==> src/rtl/rv32_pkg.sv <==
`default_nettype none
// ============================================================================
// Module      : rv32_pkg
// Description : Shared types and constants for the memory arbiter slice.
//               Memory access size codes, the unsigned-load bit index and
//               the arbiter state encoding.
// Revision    : 1.0 - initial release
// ============================================================================
package rv32_pkg;

   // ls_size[1:0] access size codes (11 is invalid)
   localparam logic [1:0] MEM_SIZE_B = 2'b00;
   localparam logic [1:0] MEM_SIZE_H = 2'b01;
   localparam logic [1:0] MEM_SIZE_W = 2'b10;

   // ls_size bit that selects zero-extension on loads
   localparam int unsigned MEM_UNSIGNED_BIT = 2;

   typedef enum logic [1:0] {
      IDLE = 2'd0,
      BUS  = 2'd1,
      RESP = 2'd2
   } arb_state_t;

endpackage
`default_nettype wire

==> src/rtl/rv32_mod_lsu_lane.sv <==
`default_nettype none
// ============================================================================
// Module      : rv32_mod_lsu_lane
// Description : Combinational byte-lane logic for the load/store path.
//               Store side: byte enables, lane replication of store data
//               and the alignment / size check.
//               Load side: extraction of the addressed byte/half from the
//               bus word followed by sign or zero extension.
// Ports       : st_size_i  [1:0]  store-side size code
//               st_off_i   [1:0]  byte offset within word
//               st_wdata_i [31:0] low-aligned store data
//               be_o       [3:0]  byte enables
//               wdata_o    [31:0] lane-replicated store data
//               misalign_o        misaligned or invalid size
//               ld_size_i  [2:0]  load size code + unsigned flag
//               ld_off_i   [1:0]  load byte offset
//               ld_rdata_i [31:0] raw bus word
//               ld_data_o  [31:0] extended load data
// Revision    : 1.0 - initial release
// ============================================================================
module rv32_mod_lsu_lane
   import rv32_pkg::*;
(
   input  logic [1:0]  st_size_i,
   input  logic [1:0]  st_off_i,
   input  logic [31:0] st_wdata_i,
   output logic [3:0]  be_o,
   output logic [31:0] wdata_o,
   output logic        misalign_o,
   input  logic [2:0]  ld_size_i,
   input  logic [1:0]  ld_off_i,
   input  logic [31:0] ld_rdata_i,
   output logic [31:0] ld_data_o
);

   logic [31:0] w_shifted;
   logic        w_sext;

   always_comb begin
      be_o       = 4'b0000;
      wdata_o    = st_wdata_i;
      misalign_o = 1'b0;
      case (st_size_i)
         MEM_SIZE_B: begin
            be_o    = 4'b0001 << st_off_i;
            wdata_o = {4{st_wdata_i[7:0]}};
         end
         MEM_SIZE_H: begin
            be_o       = 4'b0011 << st_off_i;
            wdata_o    = {2{st_wdata_i[15:0]}};
            misalign_o = st_off_i[0];
         end
         MEM_SIZE_W: begin
            be_o       = 4'b1111;
            misalign_o = |st_off_i;
         end
         default: begin
            misalign_o = 1'b1;
         end
      endcase
   end

   // Move the addressed byte/half down to bit 0 before extending
   assign w_shifted = ld_rdata_i >> {ld_off_i, 3'b000};

   always_comb begin
      ld_data_o = ld_rdata_i;
      w_sext    = 1'b0;
      case (ld_size_i[1:0])
         MEM_SIZE_B: begin
            w_sext    = ~ld_size_i[MEM_UNSIGNED_BIT] & w_shifted[7];
            ld_data_o = {{24{w_sext}}, w_shifted[7:0]};
         end
         MEM_SIZE_H: begin
            w_sext    = ~ld_size_i[MEM_UNSIGNED_BIT] & w_shifted[15];
            ld_data_o = {{16{w_sext}}, w_shifted[15:0]};
         end
         default: begin
            ld_data_o = ld_rdata_i;
         end
      endcase
   end

endmodule
`default_nettype wire

==> src/rtl/rv32_mod_mem_arbiter.sv <==
`default_nettype none
// ============================================================================
// Module      : rv32_mod_mem_arbiter
// Description : Shares one external memory port between instruction fetch
//               (IF) and load/store (LS). LS has fixed priority. Runs the
//               bus handshake with an optional timeout, builds byte enables,
//               extends load data and reports alignment/bus errors.
// Ports       : clk, rst                  clock, sync active-high reset
//               if_req/if_addr            fetch request (word aligned read)
//               if_rdata/if_ack/if_err    fetch response (1-cycle pulse)
//               ls_req/ls_wr/ls_size/ls_addr/ls_wdata  load/store request
//               ls_rdata/ls_ack/ls_err    load/store response (1-cycle pulse)
//               bus_req/bus_wr/bus_addr/bus_be/bus_wdata  external request
//               bus_rdata/bus_ack/bus_err external completion
// Revision    : 1.0 - initial release
// ============================================================================
module rv32_mod_mem_arbiter
   import rv32_pkg::*;
#(
   parameter int unsigned TIMEOUT_CYCLES = 255
)(
   input  logic        clk,
   input  logic        rst,
   input  logic        if_req,
   input  logic [31:0] if_addr,
   output logic [31:0] if_rdata,
   output logic        if_ack,
   output logic        if_err,
   input  logic        ls_req,
   input  logic        ls_wr,
   input  logic [3:0]  ls_size,
   input  logic [31:0] ls_addr,
   input  logic [31:0] ls_wdata,
   output logic [31:0] ls_rdata,
   output logic        ls_ack,
   output logic        ls_err,
   output logic        bus_req,
   output logic        bus_wr,
   output logic [31:0] bus_addr,
   output logic [3:0]  bus_be,
   output logic [31:0] bus_wdata,
   input  logic [31:0] bus_rdata,
   input  logic        bus_ack,
   input  logic        bus_err
);

   localparam int unsigned CNT_W = (TIMEOUT_CYCLES > 1) ? $clog2(TIMEOUT_CYCLES + 1) : 1;
   localparam logic [CNT_W-1:0] TO_LIMIT = CNT_W'(TIMEOUT_CYCLES);

   arb_state_t       state_q, state_d;
   logic             gnt_ls_q, gnt_ls_d;
   logic [31:2]      addr_q, addr_d;
   logic             wr_q, wr_d;
   logic [3:0]       be_q, be_d;
   logic [31:0]      wdata_q, wdata_d;
   logic [2:0]       ld_size_q, ld_size_d;
   logic [1:0]       ld_off_q, ld_off_d;
   logic [CNT_W-1:0] cnt_q, cnt_d;
   logic             err_q, err_d;
   logic [31:0]      rdata_q, rdata_d;

   logic [3:0]       w_be;
   logic [31:0]      w_wdata;
   logic             w_misalign;
   logic [31:0]      w_ld_data;
   logic [CNT_W-1:0] w_cnt_inc;
   logic             w_timeout;
   logic             w_in_bus;
   logic             unused_bits;

   // Store side looks at the live LS request (used only in IDLE);
   // load side uses the size/offset latched at grant time.
   rv32_mod_lsu_lane u_lane (
      .st_size_i  (ls_size[1:0]),
      .st_off_i   (ls_addr[1:0]),
      .st_wdata_i (ls_wdata),
      .be_o       (w_be),
      .wdata_o    (w_wdata),
      .misalign_o (w_misalign),
      .ld_size_i  (ld_size_q),
      .ld_off_i   (ld_off_q),
      .ld_rdata_i (bus_rdata),
      .ld_data_o  (w_ld_data)
   );

   assign w_cnt_inc = cnt_q + 1'b1;
   assign w_timeout = (TIMEOUT_CYCLES != 0) && (w_cnt_inc == TO_LIMIT);

   always_comb begin
      state_d   = state_q;
      gnt_ls_d  = gnt_ls_q;
      addr_d    = addr_q;
      wr_d      = wr_q;
      be_d      = be_q;
      wdata_d   = wdata_q;
      ld_size_d = ld_size_q;
      ld_off_d  = ld_off_q;
      cnt_d     = cnt_q;
      err_d     = err_q;
      rdata_d   = rdata_q;
      case (state_q)
         IDLE: begin
            cnt_d   = '0;
            err_d   = 1'b0;
            rdata_d = '0;
            if (ls_req) begin
               gnt_ls_d  = 1'b1;
               addr_d    = ls_addr[31:2];
               wr_d      = ls_wr;
               be_d      = w_be;
               wdata_d   = w_wdata;
               ld_size_d = ls_size[2:0];
               ld_off_d  = ls_addr[1:0];
               if (w_misalign) begin
                  err_d   = 1'b1;
                  state_d = RESP;
               end else begin
                  state_d = BUS;
               end
            end else if (if_req) begin
               gnt_ls_d  = 1'b0;
               addr_d    = if_addr[31:2];
               wr_d      = 1'b0;
               be_d      = 4'b1111;
               wdata_d   = '0;
               ld_size_d = {1'b0, MEM_SIZE_W};
               ld_off_d  = 2'b00;
               state_d   = BUS;
            end
         end
         BUS: begin
            cnt_d = w_cnt_inc;
            if (bus_err) begin
               err_d   = 1'b1;
               rdata_d = '0;
               state_d = RESP;
            end else if (bus_ack) begin
               err_d   = 1'b0;
               // Stores return no data; fetches take the raw word
               rdata_d = gnt_ls_q ? (wr_q ? 32'd0 : w_ld_data) : bus_rdata;
               state_d = RESP;
            end else if (w_timeout) begin
               err_d   = 1'b1;
               rdata_d = '0;
               state_d = RESP;
            end
         end
         RESP: begin
            state_d = IDLE;
         end
         default: begin
            state_d = IDLE;
         end
      endcase
   end

   always_ff @(posedge clk) begin
      if (rst) begin
         state_q   <= IDLE;
         gnt_ls_q  <= 1'b0;
         addr_q    <= '0;
         wr_q      <= 1'b0;
         be_q      <= '0;
         wdata_q   <= '0;
         ld_size_q <= '0;
         ld_off_q  <= '0;
         cnt_q     <= '0;
         err_q     <= 1'b0;
         rdata_q   <= '0;
      end else begin
         state_q   <= state_d;
         gnt_ls_q  <= gnt_ls_d;
         addr_q    <= addr_d;
         wr_q      <= wr_d;
         be_q      <= be_d;
         wdata_q   <= wdata_d;
         ld_size_q <= ld_size_d;
         ld_off_q  <= ld_off_d;
         cnt_q     <= cnt_d;
         err_q     <= err_d;
         rdata_q   <= rdata_d;
      end
   end

   // Bus-side outputs are forced to 0 whenever no transaction is on the bus
   assign w_in_bus  = (state_q == BUS);
   assign bus_req   = w_in_bus;
   assign bus_wr    = w_in_bus & wr_q;
   assign bus_addr  = w_in_bus ? {addr_q, 2'b00} : 32'd0;
   assign bus_be    = w_in_bus ? be_q : 4'b0000;
   assign bus_wdata = w_in_bus ? wdata_q : 32'd0;

   assign if_ack   = (state_q == RESP) & ~gnt_ls_q;
   assign if_err   = if_ack & err_q;
   assign if_rdata = if_ack ? rdata_q : 32'd0;
   assign ls_ack   = (state_q == RESP) & gnt_ls_q;
   assign ls_err   = ls_ack & err_q;
   assign ls_rdata = ls_ack ? rdata_q : 32'd0;

   assign unused_bits = ^{if_addr[1:0], ls_size[3]};

endmodule
`default_nettype wire

==> config.mk <==
export PLATFORM = sky130hd
export DESIGN_NAME = rv32_mod_mem_arbiter
export DESIGN_NICKNAME = d
export VERILOG_FILES = /design/src/rtl/rv32_pkg.sv /design/src/rtl/rv32_mod_lsu_lane.sv /design/src/rtl/rv32_mod_mem_arbiter.sv
export SDC_FILE = /design/constraint.sdc
export NUM_CORES = 1
export LEC_CHECK = 0
export CORE_MARGIN = 1.5
export CORE_UTILIZATION = 40
export CTS_BUF_LIST = sky130_fd_sc_hd__clkbuf_4 sky130_fd_sc_hd__clkbuf_8
export CTS_CLUSTER_SIZE = 14
export DETAILED_ROUTE_END_ITERATION = 10
export GPL_TIMING_DRIVEN = 0
export MAX_ROUTING_LAYER = met4
export PLACE_DENSITY = 0.88
export SKIP_LAST_GASP = 1
export SYNTH_ARGS = -nofsm -noshare
export SYNTH_HDL_FRONTEND = slang
export SYNTH_SLANG_ARGS = --single-unit
==> constraint.sdc <==
create_clock -name clk -period 2.26 [get_ports clk]
set_clock_uncertainty 0.05 [all_clocks]
set_input_delay 0.339 -clock clk [delete_from_list [all_inputs] [get_ports clk]]
set_output_delay 0.339 -clock clk [all_outputs]
set_load 0.01 [all_outputs]
==> key figures <==
Run status
  – Status: complete, but fails checks
  – Failing checks: setup timing

Place
  – IO Port Bufs: 269
  – DP Wirelength: 17.5 mm
  – Setup WS pre-CTS: -0.950 ns
  – Routability cong.: 0.929

Layout
  – Most frequent cells in the layout: clkdlybuf4s50_1, nor2_1, and2_1
  – Fill cells: 1,404
  – Final net count: 1,292
  – Area growth syn-to-layout: 55.9%
  – Antenna diodes: 0
  – Share of post-route cells with drive strength above 1: 17.3%
  – Commonest non-fill, non-tap cell in the layout: clkdlybuf4s50_1

CTS
  – CTS tree: yes
  – Clk root buf: clkbuf_8
  – H-tree Lvls: 4
  – Clock Pin Slew Worst Setup and Hold Paths: 0.07 ns
  – Clk_lat worst skew: 0.44 ns
  – Num Clock Sinks: 116
  – Bufs on Longest Clock Path: 2
  – Total CTS buffers: 17

Global route
  – First-pass GRT wire length: 36.7 mm
  – Maximum number of pins on one net before global-route repair: 17
  – Vias in the first global route: 7,091
  – Tot GR Track Use: 27.3%
  – Initial antenna violation count: 0
  – Global route total overflow: 0

Critical path
  – Worst r2r dst: rdata_q[23]$_SDFFE_PP0P_
  – Critical Path Fanout Max: 10
  – Reg2Reg Depth: 9
  – Setup CP Type: flop to primary output
  – Worst Path Required: 1.87 ns
  – Critical path data arrival time: 1.91 ns
  – Critical path launch point type: flop
  – Reg2reg setup slack: 0 ns
  – Worst r2r src: cnt_q[0]$_SDFFE_PP0P_
  – Setup crit end kind: primary output

Yosys
  – Post-synth top area share: 35.1%
  – Post-Synth Simple-Gate Area: 25.8%
  – Most used DFF post-synth: dfxtp_1
  – Netlist cell types: 55
  – Synth async-reset ratio: 0%
  – Multiplexer share of the synthesized area: 10.7%
  – Post-Synth Adder-Cell Area: 0.378%
  – Seq cells post-synth: 116
  – Area contributors post-synth: dfxtp_1, and2_1, mux2i_1
  – Synth Cell Area: 0.00662 mm2
  – Syn_area_per_cell: 7.93 um2
  – Synth warnings: 0
  – Main combinational cell family by area after synthesis: simple AND/OR/NAND/NOR gates
  – Sequential area share after synthesis: 35.1%
  – Synth area leader: dfxtp_1
  – EDFF count, synth: 0
  – Compound-gate portion of the synthesized area: 21.0%
  – Post-Syn Instances: 835
  – Post-Synth XOR/XNOR Area: 0%

Min path
  – Hold depth: 3
  – HP Class: input pin to flop
  – Hold Path Origin: ls_req
  – Hold Path Sink: state_q[0]$_SDFFE_PP0P_

Route
  – Total routed wirelength: 24.0 mm
  – Pre-Repair DR Iteration Count: 6
  – Routed WL per cell: 17.4 um
  – Drt first-iter violations: 742
  – Post-route DRC: 0
  – Antenna-violating nets left: 0
  – Via count: 7,510
  – Vias per cell: 5.45

Floorplanning
  – Initial core utilization: 41.4%
  – Area of the die: 0.0173 mm2
  – IO Pins: 277
  – Core area: 0.0160 mm2
  – Die Span X: 132 um
  – Row count: 46
  – Die span in y: 132 um

Pwr
  – Psw: 1770 uW
  – Clock power frac: 36.9%
  – Flop pwr share: 37.9%
  – Switching part of the total: 28.9%
  – Static Leak: 0.00462 uW
  – Pwr Density: 592 mW/mm2
  – Internal power: 4340 uW
  – Logic gate share of total power: 25.3%
  – Maximum vdd ir drop: 0.000360 V

STA
  – TNS Setup: -0.191 ns
  – Worst setup margin: -0.0351 ns
  – Slew @ Worst Pin: 0.789 ns
  – Final setup viols: 10
  – RSZ-0062 raised after global routing: yes
  – Hold_ws: 0.369 ns
  – Worst slew margin: 47.4%
  – Fmax: 0.436 GHz
  – Final Hold Fails: 0
  – Slew Viols, Final: 0
  – Fin crit share: 102%
  – Post-layout min period: 2.30 ns

Flow run
  – Max Cap Violations: 0
==> how the worst max path moves through the flow <==
stage                                  startpoint                       to  slack (ns)  cells past startpoint
after global placement    state_q[1]$_SDFFE_PP0P_             ls_rdata[11]       -0.97                      5
after detailed placement    gnt_ls_q$_SDFFE_PP0P_              ls_rdata[5]       -0.95                      5
after global routing        gnt_ls_q$_SDFFE_PP0P_             if_rdata[12]       -0.12                      6
after floorplan             cnt_q[1]$_SDFFE_PP0P_  rdata_q[2]$_SDFFE_PP0P_        0.02                      8
final                       gnt_ls_q$_SDFFE_PP0P_             if_rdata[17]       -0.04                      6
after CTS                 state_q[1]$_SDFFE_PP0P_            bus_wdata[29]       -0.09                      5
==> per-layer routing <==
layer / part of all wire [%] / vias up / track usage (%) / wire length [um]
li1: - / 3512 / - / -
met1: 39 / 3465 / 31.7 / 9370
met2: 48 / 456 / 45.5 / 11600
met3: 9.0 / 77 / 6.17 / 2160
met4: 3.5 / 0 / 11.6 / 852
met5: 0 / - / - / 0
==> Yosys cell counts, types with 2 or more instances <==
master    count
nand2b_1      6
inv_1        41
nand4_1       2
a21o_1        2
a22oi_1      25
buf_2         3
mux2_2        9
dfxtp_1     116
o221ai_1     15
o22ai_1      17
o221a_2       3
nand3_1       3
a222oi_1      8
ha_1          2
nor2_1      134
nor3b_1       3
mux2i_1      56
o21ai_2      10
o21a_1        2
clkbuf_1     52
mux4_2        2
or3b_2        2
o21ai_0      20
or4_1         2
nor2b_1       2
a211oi_1     32
nand2_1      35
nor3_1        7
o211ai_1      2
and2_1      136
buf_6         3
a21oi_1      50
buf_4         5
buf_1         7
==> registers in the layout, indices dropped and copies added (netlist names) <==
name,cells
be_q,4
state_q,2
ld_off_q,2
wdata_q,32
cnt_q,8
wr_q,1
addr_q,30
gnt_ls_q,1
ld_size_q,3
rdata_q,32
err_q,1
==> repair_timing <==
action / 4_1_cts / 5_1_grt
resized for setup: 275 / 109
cloned: 4 / 2
pin swaps: 4 / 8
hold buffers: 0 / 0
endpoints found under the setup margin: 171 / 132
buffers inserted: 23 / 5
==> through the flow <==
stage	cells	area, um2	util [%]	power, uW
after floorplan	836	6630	-	3110
after global placement	1321	9590	59.9	3730
after detailed placement	1321	9590	59.9	3760
after CTS	1378	10300	64.2	6070
after global routing	1379	10300	64.5	6380
final	1379	10300	64.5	6110
==> kinds of logic after synthesis <==
kind of cell | count (synthesis)
other | 1
adder cells (fa/ha/maj) | 2
flip-flops | 116
multiplexers | 67
AND/OR/NAND/NOR | 339
AO/OA/AOI/OAI | 198
buffers and inverters | 112
==> worst max-delay path: stages (launching register included) <==
cell and delay [ns]:
dfxtp_4 0.38, buf_4 0.15, nor3b_4 0.20, buf_4 0.17, clkbuf_4 0.17, and2_1 0.14
dlygate4sd2_1 0.26
==> cell type report <==
type | count | area, um2 | area share [%]
clock inverter | 9 | 176 | 1.71
buffer | 68 | 418 | 4.05
multi-input combinational | 608 | 3970 | 38.5
tap | 216 | 270 | 2.62
inverter | 42 | 168 | 1.62
clock buffer | 22 | 284 | 2.75
sequential | 116 | 2340 | 22.7
timing repair buffer | 298 | 2700 | 26.1
==> power by group through the flow <==
stage,combinational (uW),sequential [uW],clock (uW)
2_1_floorplan,792,2320,0
3_3_place_gp,1380,2340,0
3_5_place_dp,1410,2350,0
4_1_cts,1490,2310,2270
5_1_grt,1670,2330,2380
6_report,1540,2310,2250
Note: power is estimated with default switching activity, not from simulation.
==> variant (same flow settings) <==
The 3 states of `arb_state_t` get a one-hot encoding in 3 bits.
--- a/src/rtl/rv32_pkg.sv
+++ b/src/rtl/rv32_pkg.sv
@@ -18,6 +18,6 @@
 
-   typedef enum logic [1:0] {
-      IDLE = 2'd0,
-      BUS  = 2'd1,
-      RESP = 2'd2
+   typedef enum logic [2:0] {
+      IDLE = 3'b001,
+      BUS  = 3'b010,
+      RESP = 3'b100
    } arb_state_t;
Formal check against the unedited RTL: same outputs for any inputs over 4 cycles, from zero or initial values and one cycle with rst high; so few cycles prove little.
==> variant against the original RTL <==
The flow still finishes with violations (setup timing). Total power down 2.4%. Design area up 0.31%. Worst hold slack worse by 0.0018 ns. Sequential cell count up 1. Cell count down 3.1%. Setup slack worse by 0.15 ns. Synthesized area down 2.9%. Critical path depth up 2. Die area down 2.8%. Wire length up 3.3%. Critical path type unchanged.
==> variant: results (changes against the original RTL) <==
| Metric | Value |
|---|---|
| Status | complete, but fails checks |
| Failing checks | setup timing |
| Hold Path Cell Cnt | 4 (+1) |
| Met3 routed wirelength | 2030 µm (-6.1%) |
| First-pass GRT wire length | 35500 µm (-3.2%) |
| Cells after synthesis | 774 (-7.3%) |
| Final nets | 1248 (-3.4%) |
| Iter 0 DRT Violations | 470 (-37%) |
| Vias in the first global route | 6788 (-4.3%) |
| Placed cell areas | 9390 µm² (-2.1%) |
| CP endpoint | bus_wr |
| Worst vdd ir | 555 µV (+54%) |
| Worst flop-to-flop path startpoint | state_q[1] |
| CP max FO | 7 (-3) |
| Net Sw Frac | 31.9% (+2.9 points) |
| Final WS setup | -0.181 ns (-0.146 ns) |
| Top post-synthesis cells by count | 134 x and2_1, 117 x dfxtp_1, 104 x nor2_1 |
| Worst Hold Endpoint | ld_size_q[1] |
| Gr usage total | 28.3% (+0.96 points) |
| Inst Count DP | 1259 (-4.7%) |
| Seq/Total Area, Yosys | 36.4% (+1.3 points) |
| Fin Setup TNS | -5.98 ns (-5.79 ns) |
| Worst r2r path cells | 7 (-2) |
| Met3 usage | 8.49% (+2.3 points) |
| Final RePlAce weighted congestion | 0.943 (+1.5%) |
| Max stage delay on crit path | 0.40 ns (+0.02 ns) |
| RR Endpoint | rdata_q[14] |
| Met2 Use GR | 46.3% (+0.85 points) |
| Power Dens Cells | 576 nW/µm² (-2.7%) |
| HPWL Detailed | 17000 µm (-3.3%) |
| # setup viols final | 93 (+83) |
| R2R setup slack | -0.02 ns (-0.02 ns) |
| Vias/cell | 5.43 (-0.31%) |
| Layout cells sized above 1 | 29.4% (+12 points) |
## variant: cell count changes after synthesis, sizes merged, moves of 14 or more
cell / unedited run / this run
inv: 41 / 6
nor2b: 2 / 19
o2bb2ai: 1 / 23
nor2: 134 / 104
a21oi: 50 / 29
o22ai: 17 / 1
a22oi: 25 / 39
## variant: area by class of cell
class,count,area [µm²]
Tap cell,216,270
Fill cell,1321,5410
Sequential cell,117,2360
Multi-Input combinational cell,584,3980
Antenna cell,1,2.50
Timing Repair Buffer,317,2910
Buffer,64,398
Clock inverter,14,176
Inverter,6,25.0
Clock buffer,17,234
## variant: kinds of logic (layout without fill, tap and decap cells)
family                     Yosys count  after routing  synth area share [%]
and+or+nand+nor                    314            314                  25.6
AOI/OAI and AO/OA                  194            194                  21.1
DFF                                117            117                  36.4
buffers and inverters               74            418                  4.76
muxes                               71             71                  11.6
adders and majority gates            2              2                 0.389
other                                1              3                0.0583
xor gates and xnor gates             1              1                 0.136
